===== config.mk =====
export PLATFORM = sky130hd
export DESIGN_NAME = rom_arbiter
export DESIGN_NICKNAME = d
export VERILOG_FILES = /design/src/rtl/rom_arbiter.sv
export SDC_FILE = /design/constraint.sdc
export NUM_CORES = 1
export LEC_CHECK = 0
export BUFFER_PORTS_ARGS = -buffer_cell sky130_fd_sc_hd__clkbuf_2
export CORE_AREA = 2 2 100 102
export CTS_CLUSTER_SIZE = 28
export DETAILED_ROUTE_END_ITERATION = 7
export DIE_AREA = 0 0 102 104
export GPL_TIMING_DRIVEN = 0
export PLACE_DENSITY_LB_ADDON = 0.1
export SLEW_MARGIN = 20
export SYNTH_ARGS = -nofsm -noshare
export SYNTH_HDL_FRONTEND = slang
export SYNTH_SLANG_ARGS = --single-unit

===== constraint.sdc =====
create_clock -name clk -period 2 [get_ports clk]
set_clock_uncertainty 0.2 [all_clocks]
set_input_delay 0.4 -clock clk [delete_from_list [all_inputs] [get_ports clk]]
set_output_delay 0.4 -clock clk [all_outputs]
set_load 0.02 [all_outputs]

===== src/rtl/rom_arbiter.sv =====
// rom_arbiter: round-robin arbiter sharing one single-ported ROM between fetch (port 0) and load (port 1),
// with configurable read latency, an output-valid qualifier and a timeout that returns an error response.
module rom_arbiter #(
  parameter int unsigned MEM_LATENCY = 1,
  parameter int unsigned TIMEOUT     = 15
) (
  input  logic        clk,
  input  logic        rst_n,
  input  logic        req0,
  input  logic        req1,
  input  logic [31:0] addr0,
  input  logic [31:0] addr1,
  output logic        gnt0,
  output logic        gnt1,
  output logic        rvalid0,
  output logic        rvalid1,
  output logic [31:0] rdata0,
  output logic [31:0] rdata1,
  output logic        rerr0,
  output logic        rerr1,
  output logic        mem_re,
  output logic [31:0] mem_addr,
  input  logic [31:0] mem_rdata,
  input  logic        mem_oe
);
  typedef enum logic [1:0] {IDLE, ISSUE, WAIT} state_t;
  localparam logic [3:0] LAT = 4'(MEM_LATENCY);
  localparam logic [3:0] TMO = 4'(TIMEOUT);
  state_t           state_q, state_d;
  logic [3:0]       cnt_q, cnt_d;
  logic             sel_q, sel_d;
  logic             last_q, last_d;
  logic [1:0]       gnt_q, gnt_d;
  logic [1:0]       rvalid_q, rvalid_d;
  logic [1:0]       rerr_q, rerr_d;
  logic [1:0][31:0] rdata_q, rdata_d;
  logic             mem_re_q, mem_re_d;
  logic [31:0]      mem_addr_q, mem_addr_d;
  logic [1:0]       elig;
  logic             pick;
  logic [31:0]      pick_addr;
  // a port whose response is on the outputs this cycle sits out, so it cannot be granted twice
  assign elig      = {req1 & ~rvalid_q[1], req0 & ~rvalid_q[0]};
  assign pick      = (&elig) ? ~last_q : elig[1];
  assign pick_addr = pick ? addr1 : addr0;
  always_comb begin
    state_d    = state_q;
    cnt_d      = cnt_q;
    sel_d      = sel_q;
    last_d     = last_q;
    gnt_d      = '0;
    rvalid_d   = '0;
    rerr_d     = rerr_q;
    rdata_d    = rdata_q;
    mem_re_d   = 1'b0;
    mem_addr_d = mem_addr_q;
    case (state_q)
      IDLE: if (|elig) begin
        sel_d      = pick;
        last_d     = pick;
        gnt_d      = pick ? 2'b10 : 2'b01;
        mem_re_d   = 1'b1;
        mem_addr_d = pick_addr & ~32'h3;
        state_d    = ISSUE;
      end
      ISSUE: begin
        cnt_d   = 4'd1;
        state_d = WAIT;
      end
      WAIT: begin
        cnt_d = (cnt_q == TMO) ? cnt_q : cnt_q + 4'd1;
        if (cnt_q >= LAT && mem_oe) begin
          rdata_d[sel_q]  = mem_rdata;
          rvalid_d[sel_q] = 1'b1;
          rerr_d[sel_q]   = 1'b0;
          state_d         = IDLE;
        end else if (cnt_q == TMO) begin
          rdata_d[sel_q]  = '0;
          rvalid_d[sel_q] = 1'b1;
          rerr_d[sel_q]   = 1'b1;
          state_d         = IDLE;
        end
      end
      default: state_d = IDLE;
    endcase
  end
  always_ff @(posedge clk or negedge rst_n) begin
    if (!rst_n) begin
      state_q    <= IDLE;
      cnt_q      <= '0;
      sel_q      <= 1'b0;
      last_q     <= 1'b1;
      gnt_q      <= '0;
      rvalid_q   <= '0;
      rerr_q     <= '0;
      rdata_q    <= '0;
      mem_re_q   <= 1'b0;
      mem_addr_q <= '0;
    end else begin
      state_q    <= state_d;
      cnt_q      <= cnt_d;
      sel_q      <= sel_d;
      last_q     <= last_d;
      gnt_q      <= gnt_d;
      rvalid_q   <= rvalid_d;
      rerr_q     <= rerr_d;
      rdata_q    <= rdata_d;
      mem_re_q   <= mem_re_d;
      mem_addr_q <= mem_addr_d;
    end
  end
  assign gnt0     = gnt_q[0];
  assign gnt1     = gnt_q[1];
  assign rvalid0  = rvalid_q[0];
  assign rvalid1  = rvalid_q[1];
  assign rerr0    = rerr_q[0];
  assign rerr1    = rerr_q[1];
  assign rdata0   = rdata_q[0];
  assign rdata1   = rdata_q[1];
  assign mem_re   = mem_re_q;
  assign mem_addr = mem_addr_q;
endmodule


Yosys cells after proc, flatten, opt, wreduce, memory -nomap -nowiden

Cells that the tools add are included.

Muxes and demuxes: 25
Reductions and logical operators: 11
Bitwise gates (word level): 10
Add/sub/neg operators: 1
Magnitude comparators: 3
Equal/unequal tests: 6

Operators with widths:

| kind                                                                                 | count |
|---|---|
| 64-bit 2-to-1 mux                                                                    | 2 |
| 64-bit bitwise AND                                                                   | 1 |
| 64-bit bitwise mux                                                                   | 1 |
| 32-bit 2-to-1 mux                                                                    | 2 |
| 64-bit NOT                                                                           | 1 |
| 32-bit demux with 1-bit select                                                       | 1 |
| 2-bit 2-to-1 mux                                                                     | 11 |
| 2-bit AND reduction                                                                  | 5 |
| 4-bit one-hot mux with 2 select lines                                                | 1 |
| 2-bit one-hot mux with 3 select lines                                                | 1 |
| 4-bit by 1-bit adder with 4-bit output (second input constant)                       | 1 |
| 4-bit equality test (second input constant)                                          | 1 |
| 4-bit by 1-bit greater-or-equal comparator with 1-bit output (second input constant) | 1 |
| 1-bit 2-to-1 mux                                                                     | 4 |
| 4-bit 2-to-1 mux                                                                     | 1 |
| 2-bit inequality test (second input constant)                                        | 2 |
| 2-bit nonzero test                                                                   | 2 |
| 3-bit inequality test (second input constant)                                        | 1 |
| 1-bit NOT                                                                            | 3 |
| 1-bit bitwise AND                                                                    | 2 |
| 2-bit bitwise AND                                                                    | 1 |
| 2-bit by 1-bit equality test with 1-bit output (second input constant)               | 1 |
| 2-bit equality test (second input constant)                                          | 1 |
| 1-bit logical AND                                                                    | 2 |
| other kinds (7)                                                                      | 7 |

Input port bits: 101
Output and inout bits: 103
Register bits after elaboration: 109
Word-level logic and storage cells: 67

Logic depth before layout (Yosys ltp)

Gate-level depths: netlist of the first run.

Depth in word-level cells: 8
Depth in mapped cells: 6
Mapped depth without buffers: 5

Least setup slack after synthesis of the first run

OpenSTA, ideal clock, no wires.

Path type: reg-to-reg
From: register cnt_q[1]
To: register rdata_q, in the netlist rdata0[0]
Clock period less this slack: 1.860 ns
Library setup time: 0.066 ns
Slack: 0.140 ns
Buffers on the path: 1
Arrival: 1.594 ns
Cell stages (with the launch flop): 7
Required time: 1.734 ns
Path through: dfrtp_1 inv_1 ha_1 or4b_4 nand4_4 buf_6 a22o_1

Longest elaborated chain between the ends: 4
Elaborated cells on any way between the ends: 6
Those cells by class: order compare: 1; eq/ne: 1; mux: 1; reduce/logical: 3

Ends and longest elaborated chain:

| element                                                      | RTL line | text |
|---|---|---|
| from (decl)                                                  | 30       | `logic [3:0] cnt_q, cnt_d;` |
| from (signal assigned)                                       | 101      | `cnt_q <= cnt_d;` |
| 4-bit by 1-bit greater-or-equal comparator with 1-bit output | 72       | `if (cnt_q >= LAT && mem_oe) begin` |
| 1-bit logical AND                                            | 72       |  |
| 2-bit nonzero test (no source line)                          | n/a      |  |
| 2-bit AND reduction (no source line)                         | n/a      |  |
| to (signal assigned)                                         | 107      | `rdata_q <= rdata_d;` |
| to (decl)                                                    | 36       | `logic [1:0][31:0] rdata_q, rdata_d;` |

Several ways; a longest one is shown, not always the timed one.
A chain may end at the register's enable or synchronous reset.

Worst setup path in the final report of the first run

From: register cnt_q[1]
To: register rdata_q, in the netlist rdata1[9]

Same word-level chain as after synthesis.

==> results of run 1 <==
-- cells in the mapped netlist (2+ instances only) --
cell | n | area [um2]
dfrtp_1 | 108 | 2703
a22o_1 | 64 | 560.5
clkbuf_1 | 16 | 60.06
nand2_1 | 3 | 11.26
buf_2 | 2 | 10.01
inv_1 | 9 | 33.78
and3_1 | 31 | 193.9
nand4_4 | 2 | 42.54
a21oi_1 | 5 | 25.02
buf_6 | 10 | 112.6
nor2_1 | 3 | 11.26
nor2b_1 | 2 | 12.51
buf_4 | 2 | 15.01
nor3_2 | 2 | 20.02
a21o_1 | 4 | 30.03
ha_1 | 3 | 37.54
nand3b_1 | 2 | 15.01
a22oi_1 | 2 | 15.01
a221o_1 | 30 | 300.3
-- state kept, by name, summed over array words and instances (netlist names), named ones only --
name	cells
cnt_q	4
gnt_q	2
last_q	1
mem_addr	30
mem_re	1
rdata0	32
rdata1	32
rvalid_q	2
sel_q	1
state_q	2
-- final cells by class --
| type | instances | area (um2) | share of cell area [%] |
|---|---|---|---|
| buffer | 30 | 224.0 | 3.736 |
| clock inverter | 5 | 45.04 | 0.7514 |
| multi-input combinational | 175 | 1521 | 25.38 |
| inverter | 9 | 33.78 | 0.5636 |
| sequential | 109 | 2730 | 45.54 |
| clock buffer | 11 | 141.4 | 2.359 |
| tap | 133 | 166.4 | 2.776 |
| timing repair buffer | 209 | 1132 | 18.89 |
-- path summary, 6_finish.rpt --
check / from / to / slack [ns] / cells past startpoint
setup / recovery: cnt_q[1] / rdata1[9] / -0.02 / 6
hold / removal: mem_rdata[17] / rdata0[17] / 0.06 / 2
setup reg to reg: cnt_q[1] / rdata1[9] / -0.02 / 6
hold reg to reg: rdata1[0] / rdata1[0] / 0.31 / 1
max in group asynchronous: rst_n / last_q / 0.62 / 3
min in group asynchronous: rst_n / mem_addr[5] / 0.31 / 2
-- per-stage QoR --
stage	setup WS, ns	instance area, um2	total power [mW]
floorplan	0.1400	4419	6.955
global placement	-1.141	5572	8.535
detailed placement	-0.2021	5608	8.657
CTS	-0.003837	5871	10.02
global route	-0.06452	5995	10.71
finish	-0.02463	5995	10.10
-- repair_timing --
action | 4_1_cts | 5_1_grt
hold buffers | 1 | 0
cloned | 0 | 3
pin swaps | 1 | 38
setup endpoints to repair | 71 | 91
gates resized for setup | 8 | 29
endpoints found under the hold margin | 41 | 0
setup buffers | 5 | 2
-- critical path, stage by stage, from the launching register on --
cell       delay, ns
dfrtp_1         0.42
inv_2           0.08
ha_4            0.18
or4b_4          0.57
nand4_4         0.21
clkbuf_16       0.19
a22o_1          0.13
-- cell families (layout without fill, tap and decap cells) --
kind of cell | Yosys count | count (layout)
fa+ha+maj | 3 | 3
buf+inv | 39 | 264
flops | 109 | 109
other cells | 1 | 2
mux | 1 | 1
compound gates | 113 | 113
simple gates | 56 | 56
-- power groups by stage --
stage                     registers, mW  clock network, mW  logic [mW]
final                              3.93               1.28        4.89
after global routing               4.06               1.40        5.25
after CTS                          3.92               1.31        4.79
after detailed placement           3.93                  0        4.72
after global placement             3.91                  0        4.62
after floorplan                    5.09                  0        1.86
-- metal layers --
metal	vias up	routed length (um)	share of wire [%]
li1	1695	-	-
met1	1817	5015	44
met2	124	5505	48
met3	20	700	6.1
met4	0	254	2.2
met5	-	0	0
==> metrics, run 1 <==
status=finished with violations; failing checks=negative setup slack; Std-Cell Rows=36; met1 usage=~30%; GRT Total Usage=21.45%; Detailed Place HPWL=roughly 8.2 mm; Min-Delay Path Class=in2reg; Synth Area in Simple Gates=9.181%; via density per instance=5.369; average size of a mapped cell=13.71 um2; net switching power=4.239 mW; share of cells above drive strength 1=between 40% and 50%; synthesis-stage register bit count=approximately 110; vias in the first global route=3676; Worst-Margin Slew=0.4969 ns; global-route wire length before repair=18.17 mm; drt first pass iters=4; fill count=around 800; sequential fraction of design power=38.9%; WL final=11.48 mm; grt total ovfl=0; Final min period=2.025 ns; final hold violations=0; Synth cell types=41; Post-Syn Instances=around 320; Max Clock Freq=493.9 MHz; CTS buffer count=9; RSZ-0062 raised after global routing=true; critical setup path kind=reg2reg; Compound-Gate Fraction of Synth Area=22.58%; Via Count=3656; Clk Latency, worst-skew pair=0.36 ns; H-tree depth=3; Final Cycle Share=101.2%; Final Net Count=between 600 and 700; most frequent cells in the layout=clkbuf_2 (205), dfrtp_1 (107), a22o_1 (64); Core Area=9549 um2; VDD IR max=0.8763 mV; port bufs=197; mux cell area share after synthesis=0.2550%; starting DRC count in detailed routing=174; Starting Density=46.24%; met2 GRT Util=between 30% and 40%; Mapped Area=4415 um2; fin cells=roughly 700; Post-synth ARST share=100.0%; largest net degree at the start of global routing=69; XOR/XNOR Fraction of Synth Area=0%; WL per Instance=16.85 um; Static Leakage=3.166 nW; Die Height=104 um; CTS Root Cell=clkbuf_8; largest family of logic cells by synthesized area=compound AO/OA/AOI/OAI gates; number of nets still failing antenna checks after routing=0; WP data required=2.11 ns; cell total after placement=654; adder-cell share of the synthesized area=less than 1%; crit-path max FO=8; CP Capture Type=flop; Hold Slack=roughly 0.058 ns; busiest metal layer after global routing=met2; setup TNS=-0.08089 ns; max_slew headroom=66.65%; CP Data Arrival Time=2.13 ns; Seq/Total Area, Yosys=61.80%; Pins Over Slew Limit=0; die area=10610 um2; Internal Dissipation=roughly 6 mW; Clock transition at path regs=0.11 ns; Die Wd=about 100 um; RePlAce Congestion=0.8070; EDFF count, synth=0; Ports=204; crit path launch type=flop; CTS max path bufs=2; met3 Use GR=5.309%; most common cell after layout, fill and taps aside=clkbuf_2; post-route core utilization=62.78%; Max-Cap Viols=0; Power Density=about 1700 nW/um2; CTS Sinks=about 110; diode count=0; # setup viols final=8; antenna violations before repair=0; CTS tree=yes; Sw Ratio=41.97%; most common flop cell mapped by yosys=dfrtp_1; drc violations=0; Area growth, synth to finish=35.76%; Final WS setup=-0.02463 ns; Comb power frac=48.4%; clock power share=12.7%; Synth Warn #=0
Note: power is estimated with default switching activity, not from simulation.
==> run 2: changes to the inputs <==
Settings changed: CTS_BUF_LIST set to sky130_fd_sc_hd__clkbuf_16, CTS_CLUSTER_DIAMETER set to 50, PLACE_DENSITY_LB_ADDON 0.1 to 0.25.
==> metrics, run 2 (synthesis gave the netlist of run 1 again) <==
VDD IR max=0.8464 mV (was 0.8763 mV); # setup viols final=0 (was 8); Detailed Place HPWL=8.329 mm (was 8.240 mm); net switching power=4.317 mW (was 4.239 mW); number of nets still failing antenna checks after routing=0 (unchanged); Stages on worst setup path=6 (unchanged); Final min period=1.988 ns (was 2.025 ns); Static Leakage=3.185 nW (was 3.166 nW); Clock transition at path regs=0.08 ns (was 0.11 ns); global-route wire length before repair=18.38 mm (was 18.17 mm); H-tree depth=3 (unchanged); CP Buf/Inv Count=2 (unchanged); r2r setup slk=0.01 ns (was -0.02 ns); RSZ-0062 raised after global routing=true (unchanged); Area growth, synth to finish=36.81% (was 35.76%); slowest CP cell=or4b_4 (unchanged); die area=10610 um2 (unchanged); Final Net Count=643 (was 647); Worst-Margin Slew=0.5595 ns (was 0.4969 ns); setup TNS=0 ns (was -0.08089 ns); metal2 WL=5.629 mm (was 5.505 mm); Core Area=9549 um2 (unchanged); antenna violations before repair=0 (unchanged); status=completed (was finished with violations); max_slew headroom=62.45% (was 66.65%); Final Cycle Share=99.42% (was 101.2%); most common cell after layout, fill and taps aside=clkbuf_2 (unchanged); slowest cell delay on critical path=0.50 ns (was 0.57 ns); Die Wd=102 um (unchanged); Sw Ratio=40.65% (was 41.97%); share of cells above drive strength 1=47.61% (was 48.18%); RePlAce Congestion=0.7889 (was 0.8070); CP Data Arrival Time=2.07 ns (was 2.13 ns); CTS Root Cell=clkbuf_16 (was clkbuf_8); highest routed layer=met4 (unchanged); largest net degree at the start of global routing=78 (was 69); Ports=204 (unchanged); drc violations=0 (unchanged); starting DRC count in detailed routing=166 (was 174); met1 wire length=5.022 mm (was 5.015 mm); CP Capture Type=flop (unchanged); Hold Slack=0.07887 ns (was 0.05775 ns); crit path launch type=flop (unchanged); met3 wire len=587 um (was 700 um); WL per Instance=17.06 um (was 16.85 um); GRT Total Usage=21.77% (was 21.45%); Std-Cell Rows=36 (unchanged); CP top delay family=simple AND/OR/NAND/NOR gates (unchanged); Critical Path, Cell by Cell=inv_2 -> ha_4 -> or4b_4 -> nand4_4 -> buf_4 -> a22o_1 (was inv_2 -> ha_4 -> or4b_4 -> nand4_4 -> clkbuf_16 -> a22o_1); most frequent cells in the layout=clkbuf_2 (205), dfrtp_1 (107), a22o_1 (64) (unchanged); final instance area=6041 um2 (was 5995 um2); sequential fraction of design power=37.0% (was 38.9%); Worst setup endpoint=rdata0[3] (was rdata1[9]); Max Clock Freq=502.9 MHz (was 493.9 MHz); Die Height=104 um (unchanged); Clk Latency, worst-skew pair=0.34 ns (was 0.36 ns); via density per instance=5.436 (was 5.369); WP data required=2.09 ns (was 2.11 ns); CTS buffer count=9 (unchanged); diode count=0 (unchanged); Reg2Reg Depth=6 (unchanged); grt total ovfl=0 (unchanged); WL final=11.55 mm (was 11.48 mm); Power Density=1758 nW/um2 (was 1685 nW/um2); Starting Density=46.24% (unchanged); Via Count=3680 (was 3656); CTS max path bufs=2 (unchanged); Min-Delay Path Class=in2reg (unchanged); clock power share=17.3% (was 12.7%); Comb power frac=45.6% (was 48.4%); CTS tree=yes (unchanged); drt first pass iters=6 (was 4); Internal Dissipation=6.303 mW (was 5.863 mW); DP Area=5608 um2 (unchanged); vias in the first global route=3641 (was 3676); crit-path max FO=7 (was 8); Setup crit start=cnt_q[0] (was cnt_q[1]); port bufs=197 (unchanged); reg-to-reg critical path startpoint=cnt_q[0] (was cnt_q[1]); total power draw=10.62 mW (was 10.10 mW); critical setup path kind=reg2reg (unchanged); Max-Cap Viols=0 (unchanged); RR Endpoint=rdata0[3] (was rdata1[9]); final hold violations=0 (unchanged); Pins Over Slew Limit=0 (unchanged); CTS Sinks=109 (unchanged); fill count=773 (was 821)
run 2: power by group through the flow:
stage / registers, mW / logic, mW / clock network [mW]
after floorplan: 5.09 / 1.86 / 0
after global placement: 3.91 / 4.61 / 0
after detailed placement: 3.93 / 4.73 / 0
after CTS: 3.93 / 4.80 / 1.86
after global routing: 4.06 / 5.19 / 1.94
final: 3.93 / 4.84 / 1.84
run 2: worst register-to-register path: stages, from the launching register on:
cell     delay [ns]
dfrtp_2        0.47
inv_2          0.10
ha_4           0.13
or4b_4         0.50
nand4_4        0.20
buf_4          0.18
a22o_1         0.14
run 2: cell type report:
| cell class | instances | area [um2] | area share (%) |
|---|---|---|---|
| inverter | 9 | 33.78 | 0.5592 |
| buffer | 30 | 209.0 | 3.459 |
| clock inverter | 7 | 81.33 | 1.346 |
| timing repair buffer | 205 | 1081 | 17.90 |
| sequential | 109 | 2730 | 45.19 |
| multi-input combinational | 175 | 1514 | 25.06 |
| tap | 133 | 166.4 | 2.755 |
| clock buffer | 9 | 225.2 | 3.728 |
run 2: how the worst min path moves through the flow:
| stage | from | endpoint | depth (start not counted) |
|---|---|---|---|
| 2_1_floorplan | rst_n | async pin | 0 |
| 3_3_place_gp | flop | flop | 2 |
| 3_5_place_dp | rst_n | mem_addr[16] | 1 |
| 4_1_cts | mem_rdata[4] | rdata0[4] | 2 |
| 5_1_grt | addr0[24] | mem_addr[24] | 2 |
| 6_report | mem_rdata[12] | rdata0[12] | 2 |
run 2: metrics by stage:
stage	worst slack (ns)	utilization, %	instances
global route	-0.03710	63.26	677
detailed placement	-0.2544	58.73	654
global placement	-1.099	58.35	653
CTS	0.001058	62.64	674
floorplan	0.1400	-	323
finish	0.01151	63.26	677
run 2: repair_timing:
action | 4_1_cts | 5_1_grt
pin swaps | 1 | 4
gates cloned | 1 | 1
hold buffers | 1 | 0
setup endpoints to repair | 90 | 86
gates resized for setup | 10 | 20
buffers inserted | 2 | 2
endpoints found under the hold margin | 32 | 0
run 2: metal layers:
metal / global-route usage (%) / vias up
met2: 33.98 / 126
li1: - / 1689
met1: 29.94 / 1839
met5: 0 / -
met4: 8.476 / 0
met3: 4.301 / 26
